$ cat config.mk
export PLATFORM = sky130hd
export DESIGN_NAME = bt_addsub_pipe
export DESIGN_NICKNAME = d
export VERILOG_FILES = /design/src/rtl/bt_pkg.sv /design/src/rtl/bt_dff_arn.sv /design/src/rtl/bt_mod_corr.sv /design/src/rtl/bt_addsub_pipe.sv
export SDC_FILE = /design/constraint.sdc
export NUM_CORES = 1
export LEC_CHECK = 0
export BUFFER_PORTS_ARGS = -buffer_cell sky130_fd_sc_hd__clkbuf_2
export CAP_MARGIN = 20
export CORE_MARGIN = 2
export CORE_UTILIZATION = 40
export DETAILED_ROUTE_END_ITERATION = 7
export HOLD_SLACK_MARGIN = 0.12
export PLACE_DENSITY_LB_ADDON = 0.25
export REMOVE_ABC_BUFFERS = 1
export SLEW_MARGIN = 20
export SYNTH_ARGS = -nofsm -noshare
export SYNTH_HDL_FRONTEND = slang
export SYNTH_SLANG_ARGS = --single-unit
$ cat constraint.sdc
create_clock -name clk -period 4.46 [get_ports clk]
set_input_delay 0.446 -clock clk [delete_from_list [all_inputs] [get_ports clk]]
set_output_delay 0.446 -clock clk [all_outputs]
set_load 0.02 [all_outputs]
$ cat src/rtl/bt_pkg.sv
// Shared butterfly-unit package.
// Holds the default modulus, coefficient and tag widths, and the operation
// encodings used by the modular add/sub pipeline.
package bt_pkg;

    localparam int unsigned BT_Q  = 8380417;  // modulus
    localparam int          BT_W  = 23;       // coefficient width
    localparam int          BT_TW = 8;        // tag width

    // Encoding 2'b11 is not named: any mode with bit 1 set is a pass-through.
    typedef enum logic [1:0] {
        MODE_ADDSUB = 2'b00,
        MODE_HALF   = 2'b01,
        MODE_BYPASS = 2'b10
    } bt_mode_e;

endpackage

$ cat src/rtl/bt_dff_arn.sv
// Standard single-bit flop of the butterfly unit.
// Ports:
//   clk   - rising-edge clock
//   rst_n - asynchronous active-low reset, clears q to 0
//   d     - next value
//   q     - registered value
module bt_dff_arn (
    input  logic clk,
    input  logic rst_n,
    input  logic d,
    output logic q
);

    always_ff @(posedge clk or negedge rst_n) begin
        if (!rst_n) begin
            q <= 1'b0;
        end else begin
            // NOTE: non-blocking assignment so every flop samples the values
            // from before this edge, independent of process ordering.
            q <= d;
        end
    end

endmodule

$ cat src/rtl/bt_mod_corr.sv
// Combinational modular correction with optional halving.
// Takes a raw value in (-Q, 2Q) and returns it reduced into [0, Q-1]; when
// half is set the reduced value x is replaced by x/2 mod Q, i.e. x>>1 for
// even x and (x+Q)>>1 for odd x.
// Ports:
//   raw  - W+2-bit two's-complement raw sum or difference
//   half - apply modular halving after the reduction
//   res  - W-bit result in [0, Q-1]
module bt_mod_corr
    import bt_pkg::*;
#(
    parameter int unsigned Q = BT_Q,
    parameter int          W = BT_W
) (
    input  logic [W+1:0] raw,
    input  logic         half,
    output logic [W-1:0] res
);

    localparam logic [W+1:0] Q_EXT = (W+2)'(Q);

    logic [W+1:0] red;

    always_comb begin
        // NOTE: every variable gets a value on entry, so no path through the
        // block leaves it unassigned and no latch is inferred.
        red = raw;
        res = '0;
        if (raw[W+1]) begin
            red = raw + Q_EXT;          // negative difference
        end else if (raw >= Q_EXT) begin
            red = raw - Q_EXT;          // sum at or above the modulus
        end
        // red < Q, so red + Q < 2^(W+1) and the W+2-bit add cannot overflow.
        if (half) begin
            res = W'((red + (red[0] ? Q_EXT : '0)) >> 1);
        end else begin
            res = W'(red);
        end
    end

endmodule

$ cat src/rtl/bt_addsub_pipe.sv
// Two-stage modular add/subtract pipeline for the butterfly unit.
// Stage 1 registers the raw sum/difference, mode, tag and valid; stage 2
// registers the reduced (and optionally halved) results.
// Ports:
//   clk       - rising-edge clock
//   reset     - asynchronous active-low reset
//   en        - pipeline advance; 0 freezes every register
//   in_valid  - operands valid this cycle
//   mode      - 00 add/sub, 01 add/sub with halving, 1x pass-through
//   a, b      - operands in [0, Q-1]
//   in_tag    - index carried alongside the data
//   out_valid - results valid
//   sum, diff - results
//   out_tag   - in_tag aligned with the results
module bt_addsub_pipe
    import bt_pkg::*;
#(
    parameter int unsigned Q  = BT_Q,
    parameter int          W  = BT_W,
    parameter int          TW = BT_TW
) (
    input  logic          clk,
    input  logic          reset,
    input  logic          en,
    input  logic          in_valid,
    input  logic [1:0]    mode,
    input  logic [W-1:0]  a,
    input  logic [W-1:0]  b,
    input  logic [TW-1:0] in_tag,
    output logic          out_valid,
    output logic [W-1:0]  sum,
    output logic [W-1:0]  diff,
    output logic [TW-1:0] out_tag
);

    logic               is_bypass;
    logic [W:0]         raw_sum;
    logic signed [W:0]  raw_diff;

    logic [W:0]         s1_sum;
    logic signed [W:0]  s1_diff;
    logic [1:0]         s1_mode;
    logic [TW-1:0]      s1_tag;
    logic               s1_valid;

    logic               v1_d;
    logic               v2_d;
    logic               half_sel;
    logic [W-1:0]       sum_corr;
    logic [W-1:0]       diff_corr;

    // Pass-through reuses the datapath: a and b ride in the sum/diff slots.
    // Both are already in [0, Q-1], so the corrector leaves them untouched.
    always_comb begin
        is_bypass = mode[1];
        raw_sum   = {1'b0, a} + {1'b0, b};
        raw_diff  = $signed({1'b0, a}) - $signed({1'b0, b});
        if (is_bypass) begin
            raw_sum  = {1'b0, a};
            raw_diff = $signed({1'b0, b});
        end
    end

    // Valid pipeline: the enable is folded into d as a recirculating hold.
    assign v1_d = en ? in_valid : s1_valid;
    assign v2_d = en ? s1_valid : out_valid;

    bt_dff_arn u_valid_s1 (.clk(clk), .rst_n(reset), .d(v1_d), .q(s1_valid));
    bt_dff_arn u_valid_s2 (.clk(clk), .rst_n(reset), .d(v2_d), .q(out_valid));

    // Data and tag load on every enabled edge; out_valid qualifies them.
    always_ff @(posedge clk or negedge reset) begin
        if (!reset) begin
            // NOTE: the data registers are reset as well, so the outputs read
            // 0 while reset is held and no stale data crosses a reset.
            s1_sum  <= '0;
            s1_diff <= '0;
            s1_mode <= '0;
            s1_tag  <= '0;
        end else if (en) begin
            s1_sum  <= raw_sum;
            s1_diff <= raw_diff;
            s1_mode <= mode;
            s1_tag  <= in_tag;
        end
    end

    assign half_sel = (s1_mode == MODE_HALF);

    bt_mod_corr #(.Q(Q), .W(W)) u_corr_sum (
        .raw  ({1'b0, s1_sum}),
        .half (half_sel),
        .res  (sum_corr)
    );

    bt_mod_corr #(.Q(Q), .W(W)) u_corr_diff (
        .raw  ({s1_diff[W], s1_diff}),
        .half (half_sel),
        .res  (diff_corr)
    );

    always_ff @(posedge clk or negedge reset) begin
        if (!reset) begin
            sum     <= '0;
            diff    <= '0;
            out_tag <= '0;
        end else if (en) begin
            sum     <= sum_corr;
            diff    <= diff_corr;
            out_tag <= s1_tag;
        end
    end

endmodule

==> impl_results.md <==
* Most frequent cells in the layout: 133 x nor2_1, 114 x dfrtp_1, 113 x a21oi_1
* Peak supply drop at around 310 uV
* Number of buffers created by CTS at 17
* Share of cells above drive strength 1 at around a fifth
* P_leak at 5.270 nW
* Period utilization at between 90% and 100%
* Clock insertion delay at the later pin of the skew report at 0.42 ns
* Number of I/O pins at between 100 and 150
* Initial Util at 40.58%
* DRC Markers at 0
* FILL cells at around 2600
* Crit Path Max Fanout at 9
* Root buffer cell: clkbuf_16
* Post-DRT Antenna Nets at 0
* Slew @ Worst Pin at around 0.85 ns
* CTS Buffer Depth at 2
* CP startpoint: s1_diff[8]
* Rel. slew slack at 43.40%
* Synth Area in Simple Gates at between 20% and 30%
* Hold slack at 0.2481 ns
* Finished layout cell area at 12150 um2
* Worst Setup Path Type: reg -> reg
* Skew final at between 0.01 and 0.015 ns
* Drt via density at approximately 5.7
* Layout Nets at approximately 1500
* Asr flop ratio synth at 100.0%
* Synth Area in Compound Gates at about a quarter
* Slew Limit Fails at 0
* Clock slew seen by the registers of the worst setup and hold paths at about 0.070 ns
* First-pass GRT wire length at between 40000 and 50000 um
* Post-Synth Adder-Cell Area at about 8.4%
* Post-Synth XOR/XNOR Area at under 10%
* Grt total ovfl at 0
* Multi-input gate area at roughly 7100 um2
* Yosys warns at 0
* Util after Layout at a little under half
* Yosys reg bits at 114
* Critical Path Max Stage Delay at roughly 0.58 ns
* Routed WL per cell at 17.07 um
* Syn Area/Cell at roughly 8.1 um2
* Final min period at 4.251 ns
* Hold Startpoint: in_tag[5]
* # setup viols final at 0
* Hpwl dp at about 23000 um
* Pwr dens at 397.3 nW/um2
* Reg2reg start: s1_diff[8]
* Outcome: finished clean
* RSZ-0062 raised after global routing: false
* FP Rows at just under 60
* Mux cell area share after synthesis at between 5 and 6%
* Req. time, crit path at between 4 and 5 ns
* Crit end category: register
* Antenna Cells at 0
* Flip-flop and latch area at between 2000 and 3000 um2
* Post-Route Setup TNS at 0 ns
* HP Class: in -> reg
* Number of global-route vias before repair at roughly 9400
* Placed Area at approximately 12000 um2
* PortBufs at approximately 110
* Die X at 166.4 um
* Cell area after synthesis at roughly 11000 um2
* Routed Wire Length at slightly below 30000 um
* Final hold vios at 0
* RD Place Congestion at 0.8841
* GRT Util Overall at between 20% and 30%
* Maxcap violations at 0
* Commonest non-fill, non-tap cell in the layout: nor2_1
* Die ar. at roughly 28000 um2
* Post-synth EDFFs at 0
* Largest family of logic cells by synthesized area: compound AO/OA/AOI/OAI gates
* Via count at about 9800
* Netlist cell types at 98
* CP startpoint kind: register
* Die extent in y at 166.4 um
* Drt pass-1 iters at 5
* Initial DRC count at about 570
* CTS tree: done
* Highest clock rate at ~240 MHz
* Largest net degree at the start of global routing at 70
* CP Cell Sequence: or4_4 > or3_1 > o2bb2ai_4 > o311ai_4 > inv_2 > ha_1 > nor4b_1 > o21ai_0 > a21oi_1 > a311o_1 > o2111a_2 > o32a_2 > a21oi_2 > a221oi_2
* Initial antenna violation count at 0
* Sequential element share of the synthesized area at 27.05%
* Synthesis-to-layout area growth at 15.24%
* Total power at approximately 4.8 mW
* # clock sinks at 114
* Htree depth at 4
* Most common flop cell mapped by yosys: dfrtp_1
* Core ar. at 25980 um2
* Gate Count Post-Synth at around 1300
* Max stage delay cell, worst path: or4_4
* Crit path DAT at between 4 and 5 ns
-- cells in the mapped netlist (9+ instances only) --
cell type | instances | area (um2)
nand3_1 | 31 | 155.2
and4_1 | 9 | 78.83
and3_1 | 11 | 68.82
ha_1 | 68 | 850.8
nand2b_1 | 10 | 62.56
a31oi_1 | 20 | 125.1
nor4_1 | 12 | 75.07
inv_1 | 67 | 251.5
o211ai_1 | 17 | 127.6
nor2_1 | 133 | 499.2
mux2i_1 | 12 | 120.1
xnor2_1 | 66 | 578.1
nor2b_1 | 16 | 100.1
o21ai_0 | 66 | 330.3
o21bai_1 | 12 | 90.09
o21a_1 | 13 | 97.59
clkbuf_1 | 59 | 221.5
xor2_1 | 24 | 210.2
nand2_1 | 98 | 367.9
a21oi_1 | 114 | 570.6
nor3_1 | 32 | 160.2
o31ai_1 | 9 | 67.56
dfrtp_1 | 114 | 2853
or3_1 | 24 | 150.1
and2_1 | 13 | 81.33
a21o_1 | 18 | 135.1
mux2_2 | 38 | 427.9
nand4_1 | 20 | 125.1
-- cell families (layout without fill, tap and decap cells) --
logic type	after synthesis	count (layout)
adders and majority gates	70	70
DFF	114	114
AOI/OAI and AO/OA	371	371
and+or+nand+nor	452	452
buffers and inverters	146	254
xor gates and xnor gates	90	90
muxes	51	51
-- timing repair --
| action | in CTS | in global routing |
|---|---|---|
| hold buffers | 1 | 0 |
| resized for setup | 0 | 5 |
| hold endpoints to repair | 38 | 0 |
| buffers inserted | 0 | 1 |
| endpoints found under the setup margin | 0 | 9 |
-- per-layer routing --
metal	share of wire (%)	track usage, %	vias to the layer above
met4	1.2	5.022	0
met3	3.9	2.669	21
met5	0	0	-
met1	50	31.79	4669
li1	-	-	4894
met2	44	33.96	246
-- per-stage QoR --
| step | cells | setup slack (ns) |
|---|---|---|
| global route | 1737 | 0.001441 |
| detailed placement | 1703 | 0.1526 |
| floorplan | 1217 | -0.08369 |
| finish | 1737 | 0.2087 |
| CTS | 1736 | 0.09823 |
| global placement | 1703 | 0.2045 |
-- area by class of cell --
class                      instances  area share [%]
sequential                       114           23.48
clock inverter                    15           1.421
tap                              335           3.449
multi-input combinational       1034           58.82
timing repair buffer             153           7.197
inverter                          69           2.131
clock buffer                      17           3.501
-- sequential cells by signal, indices dropped and copies added (netlist names) --
register	flops
diff	23
out_tag	8
s1_diff	24
s1_mode	2
s1_sum	24
s1_tag	8
sum	23
u_valid_s1.q	1
u_valid_s2.q	1
-- worst max-delay path, delay by kind of cell (launching register included) --
family	cells	cell delay, ns
AOI/OAI and AO/OA	9	2.03
and+or+nand+nor	3	1.14
DFF	1	0.49
adders and majority gates	1	0.38
buffers and inverters	1	0.06
-- worst paths after layout --
kind                                   end  slack (ns)  cells past startpoint
worst max-delay path              diff[21]        0.21                     14
worst min-delay path             s1_tag[5]        0.25                      2
worst max register to register    diff[21]        0.21                     14
worst min register to register     diff[9]        0.49                      1
max in group asynchronous         diff[12]        2.98                      3
min in group asynchronous       s1_sum[10]        0.55                      2
-- report_power, final --
part           total [mW]  internal, mW  switching (mW)
clock                1.39         0.838           0.553
combinational        2.03         0.817            1.21
sequential           1.41          1.22           0.184
No activity file was read; power rests on OpenSTA's default activity.
